## config.mk

```make
export PLATFORM = sky130hd
export DESIGN_NAME = hd44780_ctrl
export DESIGN_NICKNAME = d
export VERILOG_FILES = /design/src/rtl/hd44780_ctrl.sv
export SDC_FILE = /design/constraint.sdc
export NUM_CORES = 1
export LEC_CHECK = 0
export ABC_AREA = 1
export CAP_MARGIN = 5
export CORE_MARGIN = 3
export CORE_UTILIZATION = 55
export CTS_BUF_LIST = sky130_fd_sc_hd__clkbuf_4
export DETAILED_ROUTE_END_ITERATION = 6
export DONT_BUFFER_PORTS = 1
export PLACE_DENSITY = 0.7
export SLEW_MARGIN = 20
export SYNTH_ARGS = -nofsm -noshare
export SYNTH_HDL_FRONTEND = slang
export SYNTH_SLANG_ARGS = --single-unit
```

## constraint.sdc

```tcl
create_clock -name clk -period 2.29 [get_ports clk]
set_input_delay 0.3435 -clock clk [delete_from_list [all_inputs] [get_ports clk]]
set_output_delay 0.3435 -clock clk [all_outputs]
set_load 0.02 [all_outputs]
```

## src/rtl/hd44780_ctrl.sv

```systemverilog
// hd44780_ctrl
//   Hardware HD44780 LCD bus engine. Host words {nib,rs,byte} are queued in a
//   command FIFO and replayed on the LCD pins with programmable setup, E-pulse,
//   hold and execution-wait timing, in 8-bit or 4-bit bus mode.
// Ports
//   clk, rst_n         clock, asynchronous active-low reset
//   wr_en, wr_data     push strobe and word: [7:0] byte, [8] rs, [9] nib
//   full, level        FIFO full flag and occupancy (registered count)
//   busy               FIFO non-empty or engine not idle
//   ovf, ovf_clr       sticky overflow flag and its clear (set wins)
//   rs, e, rw, data    LCD pins (rw tied low, write-only bus)
//   dbg_state          current engine state, for observation only
// Handshake: wr_en is a one-cycle push strobe with no ready; full is the
//   not-ready indication. A word is accepted on a clk edge where wr_en=1 and
//   full=0; a push while full is dropped and sets ovf.
module hd44780_ctrl #(
  parameter int FIFO_DEPTH  = 16,
  parameter int BUS_4BIT    = 0,
  parameter int T_SETUP     = 2,
  parameter int T_EPW       = 24,
  parameter int T_HOLD      = 2,
  parameter int T_EXEC      = 2000,
  parameter int T_EXEC_LONG = 80000
) (
  input  logic                          clk,
  input  logic                          rst_n,
  input  logic                          wr_en,
  input  logic [9:0]                    wr_data,
  output logic                          full,
  output logic [$clog2(FIFO_DEPTH):0]   level,
  output logic                          busy,
  output logic                          ovf,
  input  logic                          ovf_clr,
  output logic                          rs,
  output logic                          e,
  output logic                          rw,
  output logic [7:0]                    data,
  output logic [2:0]                    dbg_state
);

  localparam int AW   = $clog2(FIFO_DEPTH);
  localparam int TM1  = (T_EXEC_LONG > T_EXEC) ? T_EXEC_LONG : T_EXEC;
  localparam int TM2  = (T_EPW > T_SETUP) ? T_EPW : T_SETUP;
  localparam int TM3  = (TM2 > T_HOLD) ? TM2 : T_HOLD;
  localparam int TMAX = (TM1 > TM3) ? TM1 : TM3;
  localparam int CW   = (TMAX > 1) ? $clog2(TMAX) : 1;

  localparam logic [CW-1:0] C_SETUP = CW'(T_SETUP - 1);
  localparam logic [CW-1:0] C_EPW   = CW'(T_EPW - 1);
  localparam logic [CW-1:0] C_HOLD  = CW'(T_HOLD - 1);
  localparam logic [CW-1:0] C_EXEC  = CW'(T_EXEC - 1);
  localparam logic [CW-1:0] C_LONG  = CW'(T_EXEC_LONG - 1);
  localparam logic [AW:0]   C_FULL  = (AW+1)'(FIFO_DEPTH);

  typedef enum logic [2:0] {
    S_IDLE  = 3'd0,
    S_SETUP = 3'd1,
    S_EHIGH = 3'd2,
    S_HOLD  = 3'd3,
    S_WAIT  = 3'd4
  } state_t;

  // ---------------- command FIFO ----------------
  logic [9:0]    r_mem [FIFO_DEPTH];
  logic [AW-1:0] r_wptr, r_rptr;
  logic [AW:0]   r_count;
  logic          r_ovf;
  logic          w_full, w_push, w_pop;
  logic [9:0]    w_head;

  assign w_full = (r_count == C_FULL);
  assign w_push = wr_en && !w_full;
  assign w_head = r_mem[r_rptr];

  always_ff @(posedge clk) begin
    if (w_push) r_mem[r_wptr] <= wr_data;
  end

  always_ff @(posedge clk or negedge rst_n) begin
    if (!rst_n) begin
      r_wptr  <= '0;
      r_rptr  <= '0;
      r_count <= '0;
      r_ovf   <= 1'b0;
    end else begin
      if (w_push) r_wptr <= r_wptr + 1'b1;
      if (w_pop)  r_rptr <= r_rptr + 1'b1;
      case ({w_push, w_pop})
        2'b10:   r_count <= r_count + 1'b1;
        2'b01:   r_count <= r_count - 1'b1;
        default: r_count <= r_count;
      endcase
      // A dropped push sets ovf even when a pop frees a slot this cycle,
      // because full is taken from the registered count.
      if (wr_en && w_full) r_ovf <= 1'b1;
      else if (ovf_clr)    r_ovf <= 1'b0;
    end
  end

  // ---------------- bus engine ----------------
  state_t        r_state, w_state_nxt;
  logic [CW-1:0] r_cnt, w_cnt_nxt;
  logic          r_rs, r_nib, r_long, r_second;
  logic [3:0]    r_lo;
  logic [7:0]    r_data;
  logic          w_nib2;

  always_ff @(posedge clk or negedge rst_n) begin
    if (!rst_n) begin
      r_state  <= S_IDLE;
      r_cnt    <= '0;
      r_rs     <= 1'b0;
      r_data   <= '0;
      r_lo     <= '0;
      r_nib    <= 1'b0;
      r_long   <= 1'b0;
      r_second <= 1'b0;
    end else begin
      r_state <= w_state_nxt;
      r_cnt   <= w_cnt_nxt;
      if (w_pop) begin
        r_rs     <= w_head[8];
        r_lo     <= w_head[3:0];
        r_nib    <= w_head[9];
        r_long   <= !w_head[8] && (w_head[7:0] >= 8'h01) && (w_head[7:0] <= 8'h03);
        r_second <= 1'b0;
        r_data   <= (BUS_4BIT != 0) ? {w_head[7:4], 4'h0} : w_head[7:0];
      end else if (w_nib2) begin
        r_second <= 1'b1;
        r_data   <= {r_lo, 4'h0};
      end
    end
  end

  always_comb begin
    w_state_nxt = r_state;
    w_cnt_nxt   = r_cnt;
    w_pop       = 1'b0;
    w_nib2      = 1'b0;
    case (r_state)
      S_IDLE: begin
        if (r_count != '0) begin
          w_pop       = 1'b1;
          w_state_nxt = S_SETUP;
          w_cnt_nxt   = C_SETUP;
        end
      end
      S_SETUP: begin
        if (r_cnt == '0) begin
          w_state_nxt = S_EHIGH;
          w_cnt_nxt   = C_EPW;
        end else begin
          w_cnt_nxt = r_cnt - 1'b1;
        end
      end
      S_EHIGH: begin
        if (r_cnt == '0) begin
          w_state_nxt = S_HOLD;
          w_cnt_nxt   = C_HOLD;
        end else begin
          w_cnt_nxt = r_cnt - 1'b1;
        end
      end
      S_HOLD: begin
        if (r_cnt == '0) begin
          // Low nibble follows directly, with no execution wait in between.
          if ((BUS_4BIT != 0) && !r_nib && !r_second) begin
            w_nib2      = 1'b1;
            w_state_nxt = S_SETUP;
            w_cnt_nxt   = C_SETUP;
          end else begin
            w_state_nxt = S_WAIT;
            w_cnt_nxt   = r_long ? C_LONG : C_EXEC;
          end
        end else begin
          w_cnt_nxt = r_cnt - 1'b1;
        end
      end
      S_WAIT: begin
        if (r_cnt == '0) w_state_nxt = S_IDLE;
        else             w_cnt_nxt   = r_cnt - 1'b1;
      end
      default: begin
        w_state_nxt = S_IDLE;
        w_cnt_nxt   = '0;
      end
    endcase
  end

  assign full      = w_full;
  assign level     = r_count;
  assign busy      = (r_count != '0) || (r_state != S_IDLE);
  assign ovf       = r_ovf;
  assign rs        = r_rs;
  assign e         = (r_state == S_EHIGH);
  assign rw        = 1'b0;
  assign data      = r_data;
  assign dbg_state = r_state;

endmodule

```

Word-level counts from Yosys, hierarchy flattened
Memory sizes are Yosys's and may differ from the RTL's.
Index checks and enable logic that the tools add are counted.
{ "classes": {"n_addsub": 5, "n_lt_le_gt_ge": 2, "n_eq_ne": 13, "mux": 20, "reduce_logical": 15} }
{ "ops": {"columns": ["op", "n"], "rows": [
  ["$mux 17", 6],
  ["$pmux 17 s5", 1],
  ["$logic_not 17->1", 1],
  ["$sub 17x1->17 const B", 1],
  ["$mux 3", 5],
  ["$pmux 3 s5", 1],
  ["$ne 2x2->1 const B", 5],
  ["$pmux 5 s2", 1],
  ["$add 4x1->4 const B", 2],
  ["$ge 8x1->1 const B", 1],
  ["$le 8x2->1 const B", 1],
  ["$eq 3x2->1 const B", 2],
  ["$mux 1", 6],
  ["$add 5x1->5 const B", 1],
  ["$eq 5x5->1 const B", 1],
  ["$reduce_and 5->1", 1],
  ["$reduce_bool 5->1", 1],
  ["$sub 5x1->5 const B", 1],
  ["$logic_and 1x1->1", 4],
  ["$reduce_bool 2->1", 2],
  ["$eq 3x1->1 const B", 1],
  ["$eq 3x3->1 const B", 1],
  ["$logic_not 3->1", 1],
  ["$reduce_bool 3->1", 1],
  ["6 further kinds", 7]
]} }
{ "totals": {"ff_bits": 44, "mem_bits_rw": 160, "input_bits": 14, "out_inout_bits": 22, "wordCells": 65, "memories": 1} }
{ "memory_table": {"columns": ["memory", "words", "width", "read_ports", "rd_ports_with_merged_regs", "wr", "line_no", "rtl"], "rows": [
  ["r_mem", 16, 10, 1, 0, 1, "64", "logic [9:0] r_mem [FIFO_DEPTH];"]
]} }

Depth between registers and ports, before layout
Gate-level depths: netlist (run 1).
{ "logic_depth": {"depth_word": 5, "mapped_depth": 17, "ltp_nobuf": 15} }

Worst setup path after synthesis (run 1)
Ideal clock, no wire load.
{ "synth_timing": {"kind": "register -> register", "from": "register r_count[0], in the netlist level[0]", "to": "register r_count[4], in the netlist level[4]", "setup_ps": 131, "arrival_ps": 2452, "required_ps": 2159, "slack_ps": -294, "stages_incl_launch_ff": 18, "n_path_buf": 2, "synth_period_minus_slack_ps": 2584, "cell_sequence": "dfrtp_1 inv_1 nand3_1 inv_1 nand2_1 nand2_1 inv_1 buf_2 buf_2 ha_1 ha_1 nand2_1 nor2_1 a211oi_1 nand2_1 nand2_1 nor2_1 xor2_1"} }
{ "synth_via": {"elab_chain_len": 5, "elab_cells_between_ends": 12, "classes_between": "add/sub: 2; eq/ne: 3; mux: 3; reduce/logical: 4"} }
{ "synth_lines": {"columns": ["item", "line_no", "rtl"], "rows": [
  ["from (decl)", "66", "logic [AW:0] r_count;"],
  ["from (signal assigned)", "89", "2'b10: r_count <= r_count + 1'b1;"],
  ["from (signal assigned)", "90", "2'b01: r_count <= r_count - 1'b1;"],
  ["from (signal assigned)", "91", "default: r_count <= r_count;"],
  ["$reduce_bool 5->1 *", "142", "if (r_count != '0) begin"],
  ["$mux 1 *", "142", null],
  ["$mux 1 *", "140", "case (r_state)"],
  ["via w_pop", "68", "logic w_full, w_push, w_pop;"],
  ["$eq 2x1->1 or $eq 2x2->1 (tied branches)", "88", "case ({w_push, w_pop})"],
  ["$pmux 5 s2 or $reduce_bool 2->1 (tied branches)", null, null]
]} }
Mark *: on every way through the listed nets, which the timed path passes. The rest lies on a longest branch.
A chain may end at the register's enable or synchronous reset.

Worst setup path in the final report (run 1)
{ "layout_timing": {"from": "register r_count[1], in the netlist level[1]", "to": "register r_count[4], in the netlist level[4]"} }
{ "layout_via": {"elab_chain_len": 5, "elab_cells_between_ends": 12, "classes_between": "add/sub: 2; eq/ne: 3; mux: 3; reduce/logical: 4"} }
{ "layout_lines": {"columns": ["item", "line_no"], "rows": [
  ["$reduce_bool 5->1 or $eq 5x5->1 (tied branches)", "142, 71"],
  ["$mux 1 or $logic_not 1->1 (tied branches)", "142, 72"],
  ["$mux 1 or $logic_and 1x1->1 (tied branches)", "140, 72"],
  ["$eq 2x1->1 or $eq 2x2->1 (tied branches)", "88"],
  ["$pmux 5 s2 or $reduce_bool 2->1 (tied branches)", null]
]} }
Several ways; a longest one is shown, not always the timed one.

==> impl_metrics.json, run 1 <==
{
  "r2r-end": "level[4]",
  "slew_violations": 0,
  "route.antenna.remaining_nets": 0,
  "maxSlewHeadroom": 0.5827,
  "comb_power_share": 0.158,
  "synthMuxAreaShare": 0.002632,
  "dieArea_um2": 17090,
  "peakVddDrop_v": 0.0004947,
  "routedWlPerCell_um": 16.94,
  "crit_path_end_kind": "flop",
  "fp-row-count": 44,
  "vias": 6094,
  "status": "finished, final reports clean",
  "globalRouteMet3Util": 0.05163,
  "cap_violations": 0,
  "clock.fmax_ghz": 0.4667,
  "synth_common_cells": "284 x nand2_1, 144 x edfxtp_1, 95 x inv_1",
  "synth_area_leader_cell": "edfxtp_1",
  "top_usage_layer": "met2",
  "async_reset_ff_frac": 0.2340,
  "die_w_um": 130.7,
  "drt_iter0_markers": 535,
  "synth_top_cell_area_share": 0.5054,
  "rsz0062_at_grt": "no",
  "cp_max_fo": 4,
  "synth_top_family_by_area": "simple AND/OR/NAND/NOR gates",
  "ys_warn_count": 0,
  "netlist_area_um2": 8556,
  "synth_fp_nets": 909,
  "crit-reg2reg-launch": "level[1]",
  "cts.sinks": 188,
  "dr.pass1.iters": 5,
  "hp-class": "in -> async",
  "worst_slew_pin_slew_ns": 0.6239,
  "synth-xor-area-share": 0.01945,
  "startpoint": "level[1]",
  "total_power_w": 0.006863,
  "dp_hpwl_mm": 12.60,
  "hold_viol": 0,
  "ys_ff_latch": 188,
  "critPathLaunchType": "flop",
  "io_buffer_count": 0,
  "drc": 0,
  "path_class": "reg -> reg",
  "intPower_w": 0.004837,
  "yosysMostFrequentCell": "nand2_1",
  "ctsHtreeMaxLevel": 4,
  "synth_edf_count": 144,
  "via_per_inst": 5.398,
  "r2r_cells": 15,
  "grt_pass1_vias": 5718,
  "routabilityCongestion": 0.8865,
  "period_share": 0.9358,
  "synth-main-ff-cell": "edfxtp_1",
  "die_y_um": 130.7,
  "seq_power_share": 0.601,
  "synthCells": 884,
  "setup_violations": 0,
  "use_met2": 0.3708,
  "diodes": 0,
  "synth-simple-area-share": 0.2293,
  "grt_max_degree": 45,
  "finalClockSkew_ns": 0.03034,
  "ys_top_cells_by_area": "edfxtp_1 51%, dfrtp_1 13%, nand2_1 12%",
  "worstPathArrival_ns": 2.68,
  "cp.required_ns": 2.82,
  "syn_avg_cell_area_um2": 9.678,
  "worst_skew_pair.late_latency_ns": 0.62,
  "use_met1": 0.3212,
  "p_per_area_nw_per_um2": 723.1,
  "clk_pin_slew_worst_paths_ns": 0.17,
  "ioPinCount": 36,
  "cts_made_buffers": 17,
  "synth_cell_type_count": 40,
  "cts_max_path_buffers": 2,
  "grt.overflow.total": 0,
  "antenna_found_initial": 0,
  "utilization": 0.6385,
  "synthAdderAreaFrac": 0.01696,
  "ys_seq_area_frac": 0.6341,
  "p_switching_w": 0.002025,
  "leakagePower_nw": 4.091,
  "synth_compound_area_frac": 0.03539,
  "cts_tree": "done",
  "r2r_setup_slack_ns": 0.15,
  "root_buffer": "clkbuf_4",
  "area_growth_pct": 10.92,
  "pwr-share-clk": 0.241,
  "core_area_um2": 14860,
  "fin_hold_ws_ns": 0.2498,
  "layout-drive-gt1-share": 0.1238,
  "switching_share": 0.2951,
  "min_period_ns": 2.143,
  "grt_pass1_wl_mm": 29.83,
  "finalSetupTns_ns": 0,
  "start_util": 0.5756,
  "final_nets": 957,
  "wirelength_mm": 19.13,
  "track_usage": 0.2351
}
## stage by stage
step / setup slack, ns / cell area [um^2] / instances
after floorplan: 0.004446 / 8636 / 884
after global placement: 0.1224 / 9060 / 1081
after detailed placement: 0.05916 / 9060 / 1081
after CTS: 0.02309 / 9465 / 1127
after global routing: 0.01754 / 9490 / 1129
final: 0.1471 / 9490 / 1129
## power by group through the flow
stage | combinational, W | sequential, W | clock [W]
after floorplan | 0.000525 | 0.00427 | 0
after CTS | 0.00107 | 0.00412 | 0.00167
after global placement | 0.000931 | 0.00419 | 0
after detailed placement | 0.000986 | 0.00420 | 0
final | 0.00108 | 0.00413 | 0.00166
after global routing | 0.00119 | 0.00415 | 0.00182
## area by class of cell
type | instances | area, um^2
clock buffer | 18 | 135.1
clock inverter | 14 | 112.6
fill | 1186 | 5374
inverter | 98 | 367.9
multi-input combinational | 564 | 2673
sequential | 188 | 5434
tap | 184 | 230.2
timing repair buffer | 63 | 538.0
## placed cells by master, fill, tap and decap left out, types with 5 or more instances in the layout
cell             n
nand2_1        282
edfxtp_1       144
inv_1           93
nand3_1         87
nor2_1          85
buf_4           48
dfrtp_1         37
o21ai_0         31
clkbuf_4        18
xor2_1          16
dlygate4sd3_1   13
a21oi_1          8
a31oi_1          7
ha_1             7
dfrtp_2          7
nor2_2           5
inv_6            5
## flip-flops by register name (all words and copies together), names as in the netlist
register,flops
data,8
ovf,1
dbg_state,3
r_mem,144
level,5
r_rptr,4
r_long,1
rs,1
r_cnt,17
r_wptr,4
## critical path, cell delays in order, from the launching register on
cell	delay [ns]
dfrtp_2	0.44
nor2_2	0.11
nand3_2	0.10
inv_1	0.09
nand2_1	0.06
nand2_2	0.11
inv_2	0.06
ha_4	0.18
inv_1	0.12
fa_2	0.22
nor2_2	0.05
a211oi_2	0.18
nand2_1	0.08
nand2_1	0.07
nor2_1	0.04
xor2_1	0.13
## logic make-up (layout without fill, tap and decap cells)
group                      Yosys count  count (layout)
xor gates and xnor gates            19              19
other                                1               1
muxes                                2               2
AOI/OAI and AO/OA                   53              53
and+or+nand+nor                    478             478
DFF                                188             188
adders and majority gates           11              11
buffers and inverters              132             193
## how the worst max path moves through the flow
stage	endpoint	cells past startpoint
6_report	level[4]	15
3_3_place_gp	level[4]	14
2_1_floorplan	level[4]	16
3_5_place_dp	level[4]	14
5_1_grt	level[4]	14
4_1_cts	level[4]	14
## metal layers
metal	wire, um	up-vias
met4	494	0
li1	-	2967
met3	1124	44
met1	8423	2899
met5	0	-
met2	9085	184
## what timing repair did
item                                    CTS  global route
resized for setup                         0             4
hold buffers                             14             0
endpoints found under the setup margin    0             1
buffers inserted                          0             2
endpoints found under the hold margin   190             0
Note: power is estimated with default switching activity, not from simulation.
==> run 2, diff against run 1 <==
--- a/config.mk
+++ b/config.mk
@@ -12,7 +12,7 @@
 export CTS_BUF_LIST = sky130_fd_sc_hd__clkbuf_4
 export DETAILED_ROUTE_END_ITERATION = 6
 export DONT_BUFFER_PORTS = 1
-export PLACE_DENSITY = 0.7
+export PLACE_DENSITY = 0.74
 export SLEW_MARGIN = 20
 export SYNTH_ARGS = -nofsm -noshare
 export SYNTH_HDL_FRONTEND = slang
==> impl_metrics.json, run 2 (synthesis gave the netlist of run 1 again) <==
{
  "p_per_area_nw_per_um2": 734.5,
  "comb_power_share": 0.150,
  "slew_violations": 0,
  "routedWlPerCell_um": 16.71,
  "layout_commonest_cell": "nand2_1",
  "area_growth_pct": 10.60,
  "die_w_um": 130.7,
  "maxSlewHeadroom": 0.3286,
  "p_switching_w": 0.002101,
  "grt.overflow.total": 0,
  "worst_slew_pin_slew_ns": 1.003,
  "cap_violations": 0,
  "clk_pin_slew_worst_paths_ns": 0.18,
  "path_class": "reg -> reg",
  "antenna_found_initial": 1,
  "wirelength_mm": 18.64,
  "hp-class": "in -> reg",
  "crit_path_end_kind": "flop",
  "dieArea_um2": 17090,
  "cts.sinks": 188,
  "finalClockSkew_ns": 0.02917,
  "grt_pass1_wl_mm": 29.15,
  "fin_hold_ws_ns": 0.09192,
  "grt_max_degree": 45,
  "cts_tree": "done",
  "ioPinCount": 36,
  "min_period_ns": 2.205,
  "root_buffer": "clkbuf_4",
  "fillers": 1143,
  "rsz0062_at_grt": "yes",
  "routabilityCongestion": 0.8409,
  "layout-drive-gt1-share": 0.1204,
  "postCtsSetupBuffers": 0,
  "cts_made_buffers": 17,
  "cp_max_fo": 9,
  "dp_hpwl_mm": 12.03,
  "via_per_inst": 5.309,
  "vias": 5919,
  "fp-row-count": 44,
  "layout_common_cells": "282 x nand2_1, 144 x edfxtp_1, 92 x inv_1",
  "cp.required_ns": 2.49,
  "track_usage": 0.2275,
  "seq_power_share": 0.594,
  "die_y_um": 130.7,
  "worst_skew_pair.late_latency_ns": 0.58,
  "regMostFlops": "r_mem",
  "largest_reg_flops": 144,
  "clock.fmax_ghz": 0.4536,
  "hold_viol": 0,
  "worstPathArrival_ns": 2.41,
  "status": "finished, final reports clean",
  "ctsHtreeMaxLevel": 4,
  "critPathLaunchType": "flop",
  "dr.pass1.iters": 5,
  "intPower_w": 0.004849,
  "period_share": 0.9628,
  "drc": 0,
  "grt_pass1_vias": 5486,
  "setup_violations": 0,
  "peakVddDrop_v": 0.0007219,
  "final_nets": 942,
  "route.antenna.remaining_nets": 0,
  "switching_share": 0.3023,
  "finalSetupTns_ns": 0,
  "drt_iter0_markers": 465,
  "leakagePower_nw": 4.035,
  "cts_max_path_buffers": 2,
  "core_area_um2": 14860,
  "start_util": 0.5756,
  "io_buffer_count": 0,
  "pwr-share-clk": 0.255
}
run 2: path summary, 6_finish.rpt:
path                                 from     endpoint  slack, ns  cells past startpoint
worst min register to register  r_cnt[11]    r_cnt[11]       0.57                      2
worst max register to register   level[2]  r_mem[5][4]       0.09                      8
worst min-delay path                wr_en     level[0]       0.09                      3
max in group asynchronous           rst_n     level[1]       1.77                      2
min in group asynchronous           rst_n      data[6]       0.29                      2
worst max-delay path             level[2]  r_mem[5][4]       0.09                      8
run 2: power by group through the flow:
stage | Combinational, W | Clock (W) | Sequential, W
final | 0.00105 | 0.00177 | 0.00413
after floorplan | 0.000525 | 0 | 0.00427
after CTS | 0.00101 | 0.00179 | 0.00413
after detailed placement | 0.000926 | 0 | 0.00421
after global routing | 0.00116 | 0.00194 | 0.00416
after global placement | 0.000898 | 0 | 0.00420
run 2: metal layers:
layer | vias to the layer above | track usage | part of all wire
met4 | 0 | 0.07139 | 0.016
met5 | - | 0 | 0
li1 | 2940 | - | -
met3 | 24 | 0.04959 | 0.052
met1 | 2804 | 0.3128 | 0.43
met2 | 151 | 0.3663 | 0.50
run 2: final cells by class:
type	count	area, um^2	area share
diodes	1	2.502	0.0002644
clock buffers	18	135.1	0.01428
clock inverters	14	155.1	0.01640
inverters	98	367.9	0.03887
multi-input cells	564	2700	0.2853
flip-flops and latches	188	5434	0.5742
well taps	184	230.2	0.02433
repair buffers	48	437.9	0.04628
run 2: critical path, stage by stage (launching register included):
cell	delay, ns
dfrtp_2	0.39
inv_1	0.06
nand3_2	0.11
nor2_4	0.05
inv_1	0.06
nand2_2	0.08
inv_1	0.15
nand2_1	0.14
nor2_1	0.77
run 2: repair_timing:
| item | CTS | global route |
|---|---|---|
| hold buffers | 13 | 1 |
| gates resized for setup | 1 | 13 |
| pin swaps | 0 | 2 |
| endpoints found under the setup margin | 9 | 109 |
| hold endpoints to repair | 189 | 1 |
run 2: through the flow:
step / cell area, um^2 / instances / util / power (W) / setup WS (ns)
final: 9463 / 1115 / 0.6366 / 0.006951 / 0.08524
after global routing: 9463 / 1115 / 0.6366 / 0.007258 / -0.07407
after CTS: 9415 / 1113 / 0.6334 / 0.006927 / 0.003937
after detailed placement: 8975 / 1068 / 0.6038 / 0.005133 / 0.01980
after global placement: 8975 / 1068 / 0.6038 / 0.005095 / 0.07178
after floorplan: 8636 / 884 / - / 0.004792 / 0.004446
